==> src/rtl/ct_spsram_ctrl_pkg.sv <==
`default_nettype none
// ============================================================================
// Module   : ct_spsram_ctrl_pkg
// Brief    : Shared types and default sizes for the 1024x64 SRAM front-end.
// Revision : 1.0 - initial release
// ============================================================================
package ct_spsram_ctrl_pkg;

    localparam int c_DEF_ADDR_WIDTH = 10;
    localparam int c_DEF_DATA_WIDTH = 64;
    localparam int c_DEF_RSP_DEPTH  = 2;

    typedef enum logic [0:0] {
        INIT = 1'b0,
        RUN  = 1'b1
    } state_e;

endpackage
`default_nettype wire

==> src/rtl/ct_spsram_1024x64_ctrl_if.sv <==
`default_nettype none
// ============================================================================
// Module   : ct_spsram_1024x64_ctrl_if
// Brief    : Request/response stream bundle between requester and controller.
// Revision : 1.0 - initial release
// ============================================================================
interface ct_spsram_1024x64_ctrl_if #(
    parameter int ADDR_WIDTH = ct_spsram_ctrl_pkg::c_DEF_ADDR_WIDTH,
    parameter int DATA_WIDTH = ct_spsram_ctrl_pkg::c_DEF_DATA_WIDTH
);

    logic                  req_vld;
    logic                  req_rdy;
    logic                  req_wr;
    logic [ADDR_WIDTH-1:0] req_addr;
    logic [DATA_WIDTH-1:0] req_wdata;
    logic [DATA_WIDTH-1:0] req_wmask;
    logic                  rsp_vld;
    logic                  rsp_rdy;
    logic [DATA_WIDTH-1:0] rsp_rdata;

    modport master (
        output req_vld, req_wr, req_addr, req_wdata, req_wmask, rsp_rdy,
        input  req_rdy, rsp_vld, rsp_rdata
    );

    modport slave (
        input  req_vld, req_wr, req_addr, req_wdata, req_wmask, rsp_rdy,
        output req_rdy, rsp_vld, rsp_rdata
    );

endinterface
`default_nettype wire

==> src/rtl/ct_spsram_ctrl_rspfifo.sv <==
`default_nettype none
// ============================================================================
// Module   : ct_spsram_ctrl_rspfifo
// Brief    : Small synchronous FIFO holding SRAM read data until consumed.
// Revision : 1.0 - initial release
// ============================================================================
module ct_spsram_ctrl_rspfifo
    import ct_spsram_ctrl_pkg::*;
#(
    parameter int DEPTH = c_DEF_RSP_DEPTH,
    parameter int WIDTH = c_DEF_DATA_WIDTH,
    parameter int CNT_W = $clog2(DEPTH + 1)
) (
    input  wire logic             clk,
    input  wire logic             rst,
    input  wire logic             i_push,
    input  wire logic [WIDTH-1:0] i_wdata,
    input  wire logic             i_pop,
    output logic      [CNT_W-1:0] o_count,
    output logic      [WIDTH-1:0] o_head
);

    localparam int c_PTR_W = (DEPTH > 1) ? $clog2(DEPTH) : 1;

    logic [WIDTH-1:0]   mem_q [DEPTH];
    logic [WIDTH-1:0]   mem_d [DEPTH];
    logic [c_PTR_W-1:0] wr_ptr_q, wr_ptr_d;
    logic [c_PTR_W-1:0] rd_ptr_q, rd_ptr_d;
    logic [CNT_W-1:0]   count_q,  count_d;

    // Explicit wrap keeps non-power-of-two depths correct.
    function automatic logic [c_PTR_W-1:0] ptr_inc(input logic [c_PTR_W-1:0] p);
        return (p == c_PTR_W'(DEPTH - 1)) ? '0 : p + c_PTR_W'(1);
    endfunction

    always_comb begin
        mem_d    = mem_q;
        wr_ptr_d = wr_ptr_q;
        rd_ptr_d = rd_ptr_q;
        count_d  = count_q + CNT_W'(i_push) - CNT_W'(i_pop);
        if (i_push) begin
            mem_d[wr_ptr_q] = i_wdata;
            wr_ptr_d        = ptr_inc(wr_ptr_q);
        end
        if (i_pop) begin
            rd_ptr_d = ptr_inc(rd_ptr_q);
        end
    end

    always_ff @(posedge clk) begin
        if (rst) begin
            mem_q    <= '{default: '0};
            wr_ptr_q <= '0;
            rd_ptr_q <= '0;
            count_q  <= '0;
        end else begin
            mem_q    <= mem_d;
            wr_ptr_q <= wr_ptr_d;
            rd_ptr_q <= rd_ptr_d;
            count_q  <= count_d;
        end
    end

    assign o_count = count_q;
    assign o_head  = mem_q[rd_ptr_q];

endmodule
`default_nettype wire

==> src/rtl/ct_spsram_1024x64_ctrl.sv <==
`default_nettype none
// ============================================================================
// Module   : ct_spsram_1024x64_ctrl
// Brief    : Clears the SRAM after reset, then maps req stream to macro pins.
// Revision : 1.0 - initial release
// ============================================================================
module ct_spsram_1024x64_ctrl
    import ct_spsram_ctrl_pkg::*;
#(
    parameter int ADDR_WIDTH = c_DEF_ADDR_WIDTH,
    parameter int DATA_WIDTH = c_DEF_DATA_WIDTH,
    parameter int RSP_DEPTH  = c_DEF_RSP_DEPTH
) (
    input  wire logic                  CLK,
    input  wire logic                  RST,
    ct_spsram_1024x64_ctrl_if.slave    bus,
    output logic                       init_done,
    output logic      [ADDR_WIDTH-1:0] A,
    output logic                       CEN,
    output logic                       GWEN,
    output logic      [DATA_WIDTH-1:0] WEN,
    output logic      [DATA_WIDTH-1:0] D,
    input  wire logic [DATA_WIDTH-1:0] Q
);

    localparam int c_CNT_W = $clog2(RSP_DEPTH + 1);
    localparam int c_OCC_W = c_CNT_W + 1;

    state_e                state_q, state_d;
    logic [ADDR_WIDTH-1:0] cnt_q, cnt_d;
    logic                  inflight_q, inflight_d;

    logic [c_CNT_W-1:0]    w_fifo_count;
    logic [DATA_WIDTH-1:0] w_fifo_head;
    logic [c_OCC_W-1:0]    w_occ;
    logic                  w_rsp_vld;
    logic                  w_pop;
    logic                  w_req_rdy;
    logic                  w_accept;

    // Credits count the in-flight read plus buffered entries; a same-cycle pop
    // frees one so a continuously drained stream issues every cycle.
    assign w_rsp_vld = ~RST & (w_fifo_count != '0);
    assign w_pop     = w_rsp_vld & bus.rsp_rdy;
    assign w_occ     = c_OCC_W'(w_fifo_count) + c_OCC_W'(inflight_q) - c_OCC_W'(w_pop);
    assign w_req_rdy = ~RST & (state_q == RUN) & (w_occ < c_OCC_W'(RSP_DEPTH));
    assign w_accept  = bus.req_vld & w_req_rdy;

    assign bus.req_rdy   = w_req_rdy;
    assign bus.rsp_vld   = w_rsp_vld;
    assign bus.rsp_rdata = RST ? '0 : w_fifo_head;
    assign init_done     = ~RST & (state_q == RUN);

    always_comb begin
        state_d    = state_q;
        cnt_d      = cnt_q;
        inflight_d = 1'b0;
        CEN        = 1'b1;
        GWEN       = 1'b1;
        WEN        = '1;
        A          = '0;
        D          = '0;
        if (!RST) begin
            case (state_q)
                INIT: begin
                    CEN   = 1'b0;
                    GWEN  = 1'b0;
                    WEN   = '0;
                    A     = cnt_q;
                    cnt_d = cnt_q + ADDR_WIDTH'(1);
                    if (cnt_q == '1) begin
                        state_d = RUN;
                    end
                end
                RUN: begin
                    if (w_accept) begin
                        CEN = 1'b0;
                        A   = bus.req_addr;
                        if (bus.req_wr) begin
                            GWEN = 1'b0;
                            WEN  = ~bus.req_wmask;
                            D    = bus.req_wdata;
                        end else begin
                            inflight_d = 1'b1;
                        end
                    end
                end
                default: state_d = INIT;
            endcase
        end
    end

    always_ff @(posedge CLK) begin
        if (RST) begin
            state_q    <= INIT;
            cnt_q      <= '0;
            inflight_q <= 1'b0;
        end else begin
            state_q    <= state_d;
            cnt_q      <= cnt_d;
            inflight_q <= inflight_d;
        end
    end

    ct_spsram_ctrl_rspfifo #(
        .DEPTH (RSP_DEPTH),
        .WIDTH (DATA_WIDTH),
        .CNT_W (c_CNT_W)
    ) u_rspfifo (
        .clk     (CLK),
        .rst     (RST),
        .i_push  (inflight_q),
        .i_wdata (Q),
        .i_pop   (w_pop),
        .o_count (w_fifo_count),
        .o_head  (w_fifo_head)
    );

endmodule
`default_nettype wire

==> src/flat_wrapper.sv <==
// flat-port wrapper written by rule: the top's interface ports become plain ports
module ct_spsram_1024x64_ctrl_flat import ct_spsram_ctrl_pkg::*;
#(
    parameter int ADDR_WIDTH = c_DEF_ADDR_WIDTH,
    parameter int DATA_WIDTH = c_DEF_DATA_WIDTH,
    parameter int RSP_DEPTH  = c_DEF_RSP_DEPTH
)
  (CLK, RST, init_done, A, CEN, GWEN, WEN, D, Q, bus_req_vld, bus_req_wr, bus_req_addr, bus_req_wdata, bus_req_wmask, bus_rsp_rdy, bus_req_rdy, bus_rsp_vld, bus_rsp_rdata);
  ct_spsram_1024x64_ctrl_if #(.ADDR_WIDTH(ADDR_WIDTH), .DATA_WIDTH(DATA_WIDTH)) bus_i ();
  input  wire logic CLK;
  input  wire logic RST;
  output logic init_done;
  output logic      [ADDR_WIDTH-1:0] A;
  output logic CEN;
  output logic GWEN;
  output logic      [DATA_WIDTH-1:0] WEN;
  output logic      [DATA_WIDTH-1:0] D;
  input  wire logic [DATA_WIDTH-1:0] Q;
  input wire logic [$bits(bus_i.req_vld)-1:0] bus_req_vld;
  input wire logic [$bits(bus_i.req_wr)-1:0] bus_req_wr;
  input wire logic [$bits(bus_i.req_addr)-1:0] bus_req_addr;
  input wire logic [$bits(bus_i.req_wdata)-1:0] bus_req_wdata;
  input wire logic [$bits(bus_i.req_wmask)-1:0] bus_req_wmask;
  input wire logic [$bits(bus_i.rsp_rdy)-1:0] bus_rsp_rdy;
  output wire logic [$bits(bus_i.req_rdy)-1:0] bus_req_rdy;
  output wire logic [$bits(bus_i.rsp_vld)-1:0] bus_rsp_vld;
  output wire logic [$bits(bus_i.rsp_rdata)-1:0] bus_rsp_rdata;
  assign bus_i.req_vld = bus_req_vld;
  assign bus_i.req_wr = bus_req_wr;
  assign bus_i.req_addr = bus_req_addr;
  assign bus_i.req_wdata = bus_req_wdata;
  assign bus_i.req_wmask = bus_req_wmask;
  assign bus_i.rsp_rdy = bus_rsp_rdy;
  assign bus_req_rdy = bus_i.req_rdy;
  assign bus_rsp_vld = bus_i.rsp_vld;
  assign bus_rsp_rdata = bus_i.rsp_rdata;
  ct_spsram_1024x64_ctrl #(.ADDR_WIDTH(ADDR_WIDTH), .DATA_WIDTH(DATA_WIDTH), .RSP_DEPTH(RSP_DEPTH)) u_core (.CLK(CLK), .RST(RST), .bus(bus_i), .init_done(init_done), .A(A), .CEN(CEN), .GWEN(GWEN), .WEN(WEN), .D(D), .Q(Q));
endmodule
==> config.mk <==
export PLATFORM = sky130hd
export DESIGN_NAME = ct_spsram_1024x64_ctrl_flat
export DESIGN_NICKNAME = d
export VERILOG_FILES = /design/src/rtl/ct_spsram_ctrl_pkg.sv /design/src/rtl/ct_spsram_1024x64_ctrl_if.sv /design/src/rtl/ct_spsram_ctrl_rspfifo.sv /design/src/rtl/ct_spsram_1024x64_ctrl.sv /design/src/flat_wrapper.sv
export SDC_FILE = /design/constraint.sdc
export NUM_CORES = 1
export LEC_CHECK = 0
export ABC_AREA = 0
export CAP_MARGIN = 30
export CORE_AREA = 2 2 161 163
export CTS_CLUSTER_DIAMETER = 150
export DETAILED_ROUTE_END_ITERATION = 12
export DIE_AREA = 0 0 163 165
export GPL_ROUTABILITY_DRIVEN = 0
export PLACE_DENSITY = 0.6
export SLEW_MARGIN = 20
export SYNTH_ARGS = -nofsm -noshare
export SYNTH_HDL_FRONTEND = slang
export SYNTH_SLANG_ARGS = --single-unit
==> constraint.sdc <==
create_clock -name CLK -period 3.35 [get_ports CLK]
set_input_delay 0.335 -clock CLK [delete_from_list [all_inputs] [get_ports CLK]]
set_output_delay 0.335 -clock CLK [all_outputs]
set_load 0.02 [all_outputs]
==> flow_summary.json, run 1 <==
{
  "critPathArrivalTime_ns": 3.22,
  "cp_num_buf_inv": 8,
  "cts_max_level": 4,
  "layout.cells.non_filler": 1712,
  "cts_tree": "yes",
  "setup_viol": 107,
  "grtUsageTotal_pct": 22.1,
  "wirelength_um": 31800,
  "grt_start_max_net_pins": 99,
  "rsz0062_at_grt": "true",
  "crit_type": "flip-flop to output port",
  "synth_flop_cell": "dfxtp_1",
  "die_h_um": 165,
  "cts.sinks": 144,
  "violations": "negative setup slack",
  "clockBufferDepth": 2,
  "synth-edff-count": 0,
  "synth.most_common_cell": "nand2_1",
  "placementRows": 58,
  "r2r-start": "u_core.u_rspfifo.o_count[1]$_SDFF_PP0_",
  "slew_headroom_pct": 42.6,
  "yosys_register_bits": 144,
  "finClkSkew_ns": 0.0105,
  "endpoint": "WEN[40]",
  "clock_latency_ns": 0.42,
  "route.vias.total": 8061,
  "ff2ff_path_depth": 14,
  "multiInputGateArea_sq_mm": 0.00399,
  "synth_top_cell_by_area": "dfxtp_1",
  "p_per_area_mw_per_mm2": 328,
  "dieWidth_um": 163,
  "cts-root-buf": "clkbuf_16",
  "drv_cap": 0,
  "ant_nets": 0,
  "grt_first_pass_wirelength_um": 45300,
  "end_kind": "output port",
  "synthTopCellsByArea": "dfxtp_1, a21oi_1, nand2_1",
  "design.core.area_sq_mm": 0.0250,
  "yosysUniqueCellTypes": 36,
  "io_buffers": 413,
  "grt_pass1_vias": 7460,
  "cp_num_cells": 16,
  "cp-start-kind": "flip-flop",
  "drt_iter0_markers": 410,
  "pre_cts_slack_ns": -0.705,
  "p_leak_nw": 4.69,
  "r2r_slack_ns": 0.84,
  "crit_top_cell": "buf_6",
  "grt_overflow_total": 0,
  "outcome": "finished, violations left",
  "max_stage_delay_ns": 0.37,
  "fin_ws_ns": -0.207,
  "drive_gt1_share_pct": 22.7,
  "vdd_ir_drop_max_uv": 359,
  "fmaxAchievable_mhz": 281,
  "fillers": 2465,
  "start_util_pct": 28.1,
  "crit_fanout": 8,
  "drt-pass1-iter-count": 5,
  "slew_viol_final": 0,
  "synthArstFlopShare_pct": 0,
  "antenna_found_initial": 8,
  "startpoint": "u_core.u_rspfifo.o_count[1]$_SDFF_PP0_",
  "vias_per_cell": 4.71,
  "power_w": 0.00417,
  "syn_area_sq_mm": 0.00704,
  "min_period_ns": 3.56,
  "yosysTopAreaCellShare_pct": 40.9,
  "wl_per_cell_um": 18.6,
  "drc": 0,
  "syn_area_per_cell_sq_um": 7.42,
  "io_pins": 414,
  "synth_fp_nets": 1160,
  "critical_path.top_delay_family": "buffers and inverters",
  "setup_tns_ns": -14.70,
  "max_slew.worst_pin.slew_ns": 0.862,
  "required_ns": 3.01,
  "cp_cell_sequence": "o21bai_4, nor2_2, ha_1, inv_1, ha_1, inv_2, fa_2, xor2_2, nor4b_4, buf_6, buf_4, buf_6, buf_6, clkbuf_16, a21oi_1, buf_4",
  "cts_buffers": 17,
  "clk_pin_slew_ns": 0.06,
  "yosysWarnings": 0,
  "r2r_end": "u_core.inflight_q$_SDFF_PP0_",
  "cp_slowest_cell": "fa_2",
  "nNetsFinal": 1574,
  "hold_path.class": "primary input to flip-flop",
  "syn_inst": 949,
  "synth_seq_area_share_pct": 40.9,
  "fin_crit_sh_pct": 106,
  "ys_top_cells_by_count": "nand2_1, a21oi_1, dfxtp_1",
  "areaGrowthSynthToFinish_pct": 80.3,
  "min_from": "RST",
  "placed_cells": 1639,
  "fp.dieArea_sq_mm": 0.0269,
  "hpwl_um": 23200,
  "hold_violations": 0,
  "ff_latch_area_sq_mm": 0.00289
}
## layout make-up
cell class                      count  share of cell area (%)
Clock inverter                     14                    1.20
Inverter                            7                   0.207
Tap cell                          330                    3.25
Timing Repair Buffer              477                    37.7
Multi-Input combinational cell    716                    31.4
Sequential cell                   144                    22.7
Antenna cell                        6                   0.118
Clock buffer                       18                    3.38
## cells by family after synthesis
family / after synthesis / synth area share (%)
AO/OA/AOI/OAI: 220 / 16.4
XOR/XNOR: 4 / 0.497
multiplexers: 65 / 9.24
adder cells (fa/ha/maj): 4 / 0.817
AND/OR/NAND/NOR: 423 / 26.5
buffers and inverters: 89 / 5.61
flip-flops: 144 / 40.9
## worst min path at each step
stage | cells past startpoint | endpoint
after detailed placement | 2 | u_core.u_rspfifo.mem_q[67]$_SDFFE_PP0P_
after global placement | 2 | u_core.u_rspfifo.mem_q[45]$_SDFFE_PP0P_
after CTS | 3 | u_core.u_rspfifo.o_count[1]$_SDFF_PP0_
after global routing | 3 | u_core.u_rspfifo.o_count[1]$_SDFF_PP0_
final | 3 | u_core.u_rspfifo.o_count[1]$_SDFF_PP0_
after floorplan | 1 | u_core.inflight_q$_SDFF_PP0_
## registers in the layout (all words and copies together) (netlist names)
| name | flops |
|---|---|
| u_core.u_rspfifo.mem_q | 128 |
| u_core.cnt_q | 10 |
| u_core.state_q | 1 |
| u_core.inflight_q | 1 |
| u_core.u_rspfifo.wr_ptr_q | 1 |
| u_core.u_rspfifo.rd_ptr_q | 1 |
| u_core.u_rspfifo.o_count | 2 |
## what timing repair did
action,4_1_cts,5_1_grt
setup endpoints to repair,141,141
cloned,4,3
setup buffers,24,5
hold buffers,0,0
pin swaps,9,7
resized for setup,700,106
## metal layers
layer,vias up,routed length (um),GRT usage [%]
met5,-,16,0
met2,289,16200,38.3
met3,30,2010,5.45
met4,2,603,7.12
li1,3954,-,-
met1,3786,12900,26.9
## layout by cell type, fill, tap and decap left out, drive strengths merged, types with 4 or more instances in the layout
| cell type | count |
|---|---|
| nand2 | 262 |
| xor2 | 4 |
| mux2i | 65 |
| dfxtp | 144 |
| inv | 13 |
| and2 | 65 |
| o21ai | 4 |
| clkbuf | 25 |
| diode | 6 |
| a21oi | 201 |
| clkdlybuf4s50 | 271 |
| or3 | 5 |
| buf | 198 |
| a22o | 10 |
| nor2 | 73 |
## worst register-to-register path, stage by stage (launching register included)
cell and delay [ns]:
dfxtp_2 0.34, o21bai_4 0.17, nor2_2 0.05, ha_1 0.26, inv_1 0.05, ha_1 0.14, inv_2 0.04, fa_2 0.37
xor2_2 0.21, buf_6 0.14, nor3b_4 0.19, buf_4 0.15, buf_6 0.11, buf_4 0.10, nor2b_1 0.11
## stage by stage
| step | hold slack, ns | area, sq um | util [%] |
|---|---|---|---|
| floorplan | 0.407 | 7040 | - |
| global placement | 0.441 | 11600 | 46.3 |
| detailed placement | 0.446 | 11600 | 46.4 |
| CTS | 0.410 | 12400 | 49.4 |
| global route | 0.459 | 12700 | 50.7 |
| finish | 0.432 | 12700 | 50.7 |
## report_power, final
group | total [W] | internal (W) | switching (W) | leakage (nW)
combinational | 0.000557 | 0.000316 | 0.000242 | 3.25
sequential | 0.00172 | 0.00171 | 0.00000559 | 1.16
clock | 0.00189 | 0.00111 | 0.000783 | 0.280
total | 0.00417 | 0.00314 | 0.00103 | 4.69
(Power assumes the default switching activity.)
==> run 2: changes to the inputs <==
- PLACE_DENSITY: 0.6 -> 0.66
==> run 2 against run 1 <==
- the flow still finishes with violations (negative setup slack)
- combinational power rose by 11%
- setup slack improved by 0.0018 ns
- cell area rose by 1.7%
- hold slack improved by 0.021 ns
- total power rose by 2.4%
- largest power group unchanged
- clock-buffer cell count rose by 2
==> flow_summary.json, run 2 (synthesis gave the netlist of run 1 again) <==
{
  "cts-root-buf": "clkbuf_16",
  "startpoint": "u_core.u_rspfifo.o_count[1]$_SDFF_PP0_",
  "nNetsFinal": 1558,
  "wirelength_um": 31300,
  "min_from": "u_core.u_rspfifo.mem_q[86]$_SDFFE_PP0P_",
  "layout.cells.non_filler": 1693,
  "r2r_slack_ns": 1.01,
  "p_leak_nw": 4.67,
  "slew_headroom_pct": 37.5,
  "netSwitchingFraction_pct": 24.8,
  "p_per_area_mw_per_mm2": 331,
  "grt_pass1_vias": 7123,
  "grt_overflow_total": 0,
  "largest_reg_flops": 128,
  "grtUsageTotal_pct": 21.1,
  "hold_violations": 0,
  "r2r-start": "u_core.u_rspfifo.o_count[1]$_SDFF_PP0_",
  "crit_type": "flip-flop to output port",
  "cp_slowest_cell": "fa_2",
  "pre_cts_slack_ns": -0.684,
  "crit_top_cell": "buf_6",
  "drive_gt1_share_pct": 24.1,
  "cp_num_cells": 14,
  "required_ns": 3.01,
  "cts_buffers": 17,
  "clk_pin_slew_ns": 0.06,
  "violations": "negative setup slack",
  "finClkSkew_ns": 0.0110,
  "vias_per_cell": 4.70,
  "clock_latency_ns": 0.42,
  "rsz0062_at_grt": "true",
  "io_buffers": 413,
  "cp_num_buf_inv": 6,
  "final_cell_mix": "clkdlybuf4s50_1, nand2_1, a21oi_1",
  "p_int_w": 0.00321,
  "cp-start-kind": "flip-flop",
  "hpwl_um": 22000,
  "largest-register": "u_core.u_rspfifo.mem_q",
  "drc": 0,
  "route.vias.total": 7952,
  "drt_iter0_markers": 436,
  "fin_crit_sh_pct": 106,
  "setup_viol": 123,
  "placed_cells": 1638,
  "antenna_found_initial": 4,
  "placementRows": 58,
  "drt-pass1-iter-count": 5,
  "vdd_ir_drop_max_uv": 304,
  "slew_viol_final": 0,
  "cp_cell_sequence": "o21bai_1, nor2_1, ha_1, inv_1, ha_2, inv_2, fa_2, xor2_4, buf_6, nor4bb_4, buf_6, buf_12, and2_1, buf_6",
  "grt_start_max_net_pins": 90,
  "ant_nets": 0,
  "end_kind": "output port",
  "final_common_cell": "clkdlybuf4s50_1",
  "p_clk_share_pct": 45.3,
  "outcome": "finished, violations left",
  "place_area_sq_mm": 0.0115,
  "fin_ws_ns": -0.205,
  "cts.sinks": 144,
  "dieWidth_um": 163,
  "cts_max_level": 4,
  "io_pins": 414,
  "design.core.area_sq_mm": 0.0250,
  "hold_path.class": "flip-flop to flip-flop",
  "switching_power_w": 0.00106,
  "max_slew.worst_pin.slew_ns": 0.937,
  "ff2ff_path_depth": 11,
  "areaGrowthSynthToFinish_pct": 83.3,
  "die_h_um": 165,
  "drv_cap": 0,
  "start_util_pct": 28.1,
  "r2r_end": "u_core.inflight_q$_SDFF_PP0_",
  "p_seq_share_pct": 40.3,
  "fp.dieArea_sq_mm": 0.0269,
  "critical_path.top_delay_family": "adder cells",
  "pwr-share-comb_pct": 14.4,
  "postCtsHoldBufs": 0,
  "clockBufferDepth": 2,
  "grt_first_pass_wirelength_um": 43000,
  "wl_per_cell_um": 18.5,
  "endpoint": "D[54]",
  "min_period_ns": 3.56,
  "finish.instance_area_sq_mm": 0.0129,
  "cts_tree": "yes",
  "crit_fanout": 16,
  "critPathArrivalTime_ns": 3.22,
  "max_stage_delay_ns": 0.42,
  "fmaxAchievable_mhz": 281
}
[run 2: changes by cell type in the layout (fill, tap and decap cells not counted), moves of 8 or more]
cell,before,now
a21oi_2,6,18
a21oi_1,195,163
a21oi_4,0,20
buf_2,28,20
buf_4,69,41
buf_6,83,107
[run 2: what timing repair did]
| action | in CTS | in global routing |
|---|---|---|
| gates cloned | 2 | 5 |
| pin swaps | 5 | 79 |
| setup buffers | 9 | 6 |
| endpoints found under the setup margin | 140 | 140 |
| resized for setup | 641 | 255 |
[run 2: worst reg2reg max path: stages (launching register included)]
cell and delay (ns):
dfxtp_2 0.32, o21bai_1 0.18, nor2_1 0.08, ha_1 0.27, inv_1 0.06, ha_2 0.16
inv_2 0.04, fa_2 0.58, buf_4 0.11, buf_4 0.10, nor3b_2 0.20, nor2b_1 0.16
[run 2: cell type report]
class                   count  area [sq um]
clock inverters            12           146
flip-flops and latches    144          2890
repair buffers            461          4710
diodes                      3          7.51
well taps                 330           413
inverters                   7          26.3
clock buffers              20           457
fillers                  2391         12100
multi-input cells         716          4260
[run 2: how the worst min path moves through the flow]
stage | end | slack [ns] | cells past startpoint
floorplan | u_core.inflight_q$_SDFF_PP0_ | 0.41 | 1
global placement | u_core.u_rspfifo.mem_q[42]$_SDFFE_PP0P_ | 0.44 | 2
detailed placement | u_core.u_rspfifo.mem_q[64]$_SDFFE_PP0P_ | 0.45 | 2
CTS | u_core.u_rspfifo.mem_q[95]$_SDFFE_PP0P_ | 0.44 | 3
global route | u_core.u_rspfifo.mem_q[95]$_SDFFE_PP0P_ | 0.46 | 3
finish | u_core.u_rspfifo.mem_q[86]$_SDFFE_PP0P_ | 0.45 | 2
[run 2: through the flow]
step	hold slack (ns)	TNS, ns	total power, W	utilization (%)
after floorplan	0.407	0	0.00192	-
after global placement	0.441	-85.30	0.00231	46.0
after detailed placement	0.446	-83.55	0.00232	46.0
after CTS	0.442	-15.49	0.00421	48.7
after global routing	0.464	-33.37	0.00442	51.6
final	0.454	-14.97	0.00427	51.6
[run 2: power by group through the flow]
stage | logic, W | registers [W] | clock network [W]
CTS | 0.000520 | 0.00172 | 0.00197
detailed placement | 0.000557 | 0.00176 | 0
floorplan | 0.000165 | 0.00176 | 0
global placement | 0.000556 | 0.00176 | 0
global route | 0.000646 | 0.00172 | 0.00205
finish | 0.000616 | 0.00172 | 0.00193
[run 2: routing by layer]
layer	GRT usage, %	part of all wire, %	vias up
met4	7.12	1.7	0
li1	-	-	3916
met1	25.5	40	3721
met5	0	0	-
met3	5.20	6.8	30
met2	36.6	51	285
==> run 3: changes to the inputs <==
- ABC_AREA: 0 -> 1
- CORE_AREA: 2 2 161 163 -> 2 2 159 161
- DIE_AREA: 0 0 163 165 -> 0 0 161 163
- PLACE_DENSITY: 0.66 -> 0.7
==> run 3 against run 2 <==
- the flow still finishes with violations (negative setup slack)
- sequential power hardly changed
- combinational power decreased by 2%
- die area is 2.4% lower
- sequential share of layout area decreased by 1.5 points
- largest power group unchanged
- highest routed layer is now met5
==> flow_summary.json, run 3 <==
{
  "hold_path.class": "flip-flop to flip-flop",
  "route.vias.total": 9752,
  "drc": 0,
  "utilization_pct": 56.0,
  "drive_gt1_share_pct": 22.2,
  "grt_overflow_total": 0,
  "slew_headroom_pct": 47.3,
  "clockBufferDepth": 2,
  "placementRows": 58,
  "antenna_found_initial": 8,
  "wirelength_um": 34000,
  "io_buffers": 413,
  "syn_area_per_cell_sq_um": 6.00,
  "finish.instance_area_sq_mm": 0.0138,
  "pre_cts_slack_ns": -0.522,
  "die_h_um": 163,
  "yosysTopAreaCellShare_pct": 37.6,
  "setup_viol": 56,
  "io_pins": 414,
  "clk_pin_slew_ns": 0.06,
  "synth-edff-count": 0,
  "areaGrowthSynthToFinish_pct": 80.1,
  "nNetsFinal": 1891,
  "multiInputGateArea_sq_mm": 0.00483,
  "ys_top_cells_by_count": "nor2_1, o21ai_0, nand2_1",
  "outcome": "finished, violations left",
  "cts_max_level": 4,
  "end_kind": "output port",
  "synth_seq_area_share_pct": 37.6,
  "min_period_ns": 3.46,
  "synth_fp_nets": 1489,
  "synthTopCellsByArea": "dfxtp_1, nor2_1, o21ai_0",
  "wl_per_cell_um": 16.7,
  "slew_viol_final": 0,
  "p_per_area_mw_per_mm2": 307,
  "grt_first_pass_wirelength_um": 49800,
  "yosysWarnings": 0,
  "hold_violations": 0,
  "crit_fanout": 7,
  "start_util_pct": 31.1,
  "fin_crit_sh_pct": 103,
  "rsz0062_at_grt": "true",
  "cp-start-kind": "flip-flop",
  "cts_buffers": 17,
  "final_common_cell": "nor2_1",
  "yosysUniqueCellTypes": 24,
  "p_leak_nw": 5.96,
  "finClkSkew_ns": 0.00860,
  "cts.sinks": 144,
  "fp.dieArea_sq_mm": 0.0262,
  "postCtsHoldBufs": 0,
  "dieWidth_um": 161,
  "syn_inst": 1278,
  "syn_area_sq_mm": 0.00767,
  "fin_ws_ns": -0.106,
  "max_slew.worst_pin.slew_ns": 0.791,
  "cts_tree": "yes",
  "vias_per_cell": 4.80,
  "grt_start_max_net_pins": 97,
  "design.core.area_sq_mm": 0.0247,
  "final_cell_mix": "nor2_1, clkdlybuf4s50_1, nand2_1",
  "ant_nets": 0,
  "drt_iter0_markers": 642,
  "violations": "negative setup slack",
  "cts-root-buf": "clkbuf_16",
  "crit_type": "flip-flop to output port",
  "synthArstFlopShare_pct": 0,
  "required_ns": 3.01,
  "synth_flop_cell": "dfxtp_1",
  "yosys_register_bits": 144,
  "place_area_sq_mm": 0.0121,
  "largest-register": "u_core.u_rspfifo.mem_q",
  "synth.most_common_cell": "nor2_1",
  "hpwl_um": 22400,
  "drt-pass1-iter-count": 5,
  "ff_latch_area_sq_mm": 0.00289,
  "grtUsageTotal_pct": 24.0,
  "fmaxAchievable_mhz": 289,
  "clock_latency_ns": 0.42,
  "critPathArrivalTime_ns": 3.12,
  "largest_reg_flops": 128,
  "fillers": 2325,
  "drv_cap": 0,
  "grt_pass1_vias": 8779,
  "synth_top_cell_by_area": "dfxtp_1",
  "vdd_ir_drop_max_uv": 339
}
## run 3: worst max-delay path, stage by stage (launching register included)
cell	delay (ns)
dfxtp_2	0.33
nor2_1	0.05
nor2_1	0.14
nand2_1	0.12
inv_2	0.10
ha_4	0.21
inv_4	0.06
ha_4	0.11
inv_2	0.03
fa_1	0.51
inv_2	0.07
nor2_8	0.09
nand3_4	0.08
buf_12	0.15
buf_6	0.13
buf_12	0.13
o21ai_1	0.14
nand2_1	0.09
buf_6	0.15
## run 3: cell families (layout without fill, tap and decap cells)
kind of cell / after synthesis / count (layout) / share of synthesized area (%)
flops: 144 / 144 / 37.6
xor+xnor: 2 / 2 / 0.229
buf+inv: 133 / 548 / 7.16
simple gates: 718 / 718 / 36.2
other cells: 0 / 7 / 0
fa+ha+maj: 4 / 4 / 0.751
compound gates: 277 / 277 / 18.1
## run 3: report_power, final
part	total, W	internal [W]	switching (W)
clock network	0.00192	0.00109	0.000829
registers	0.00172	0.00171	0.00000442
logic	0.000605	0.000322	0.000283
## run 3: path summary, 6_finish.rpt
check / to / from / cells after the start / slack [ns]
min reg2reg: u_core.u_rspfifo.mem_q[33]$_SDFFE_PP0P_ / u_core.u_rspfifo.mem_q[33]$_SDFFE_PP0P_ / 2 / 0.48
min: u_core.u_rspfifo.mem_q[33]$_SDFFE_PP0P_ / u_core.u_rspfifo.mem_q[33]$_SDFFE_PP0P_ / 2 / 0.48
max: WEN[46] / u_core.u_rspfifo.o_count[1]$_SDFF_PP0_ / 18 / -0.11
max reg2reg: u_core.u_rspfifo.rd_ptr_q$_SDFFE_PP0P_ / u_core.u_rspfifo.o_count[0]$_SDFF_PP0_ / 25 / 0.18
## run 3: layout make-up
type,count,area share [%]
well taps,330,2.99
repair buffers,493,35.9
flip-flops and latches,144,20.9
diodes,7,0.127
clock inverters,13,1.07
inverters,23,0.680
clock buffers,19,3.28
multi-input cells,1001,35.0
## run 3: what timing repair did
| item | CTS | global route |
|---|---|---|
| pin swaps | 2 | 15 |
| setup endpoints to repair | 136 | 142 |
| resized for setup | 792 | 167 |
| setup buffers | 33 | 9 |
| cloned | 7 | 2 |
## run 3: metrics by stage
step / power, W / hold slack [ns] / setup TNS [ns] / cells
after floorplan: 0.00195 / 0.456 / 0 / 1278
after global placement: 0.00234 / 0.462 / -49.25 / 1952
after global routing: 0.00439 / 0.500 / -12.77 / 2029
after detailed placement: 0.00234 / 0.473 / -53.31 / 1952
after CTS: 0.00426 / 0.487 / -6.63 / 2024
final: 0.00425 / 0.482 / -2.58 / 2030
## run 3: metal layers
layer	global-route usage, %	wire length [um]	up-vias
met5	0	13	-
met3	4.63	1810	54
li1	-	-	4856
met2	41.1	16700	336
met1	29.9	14400	4504
met4	9.29	1060	2
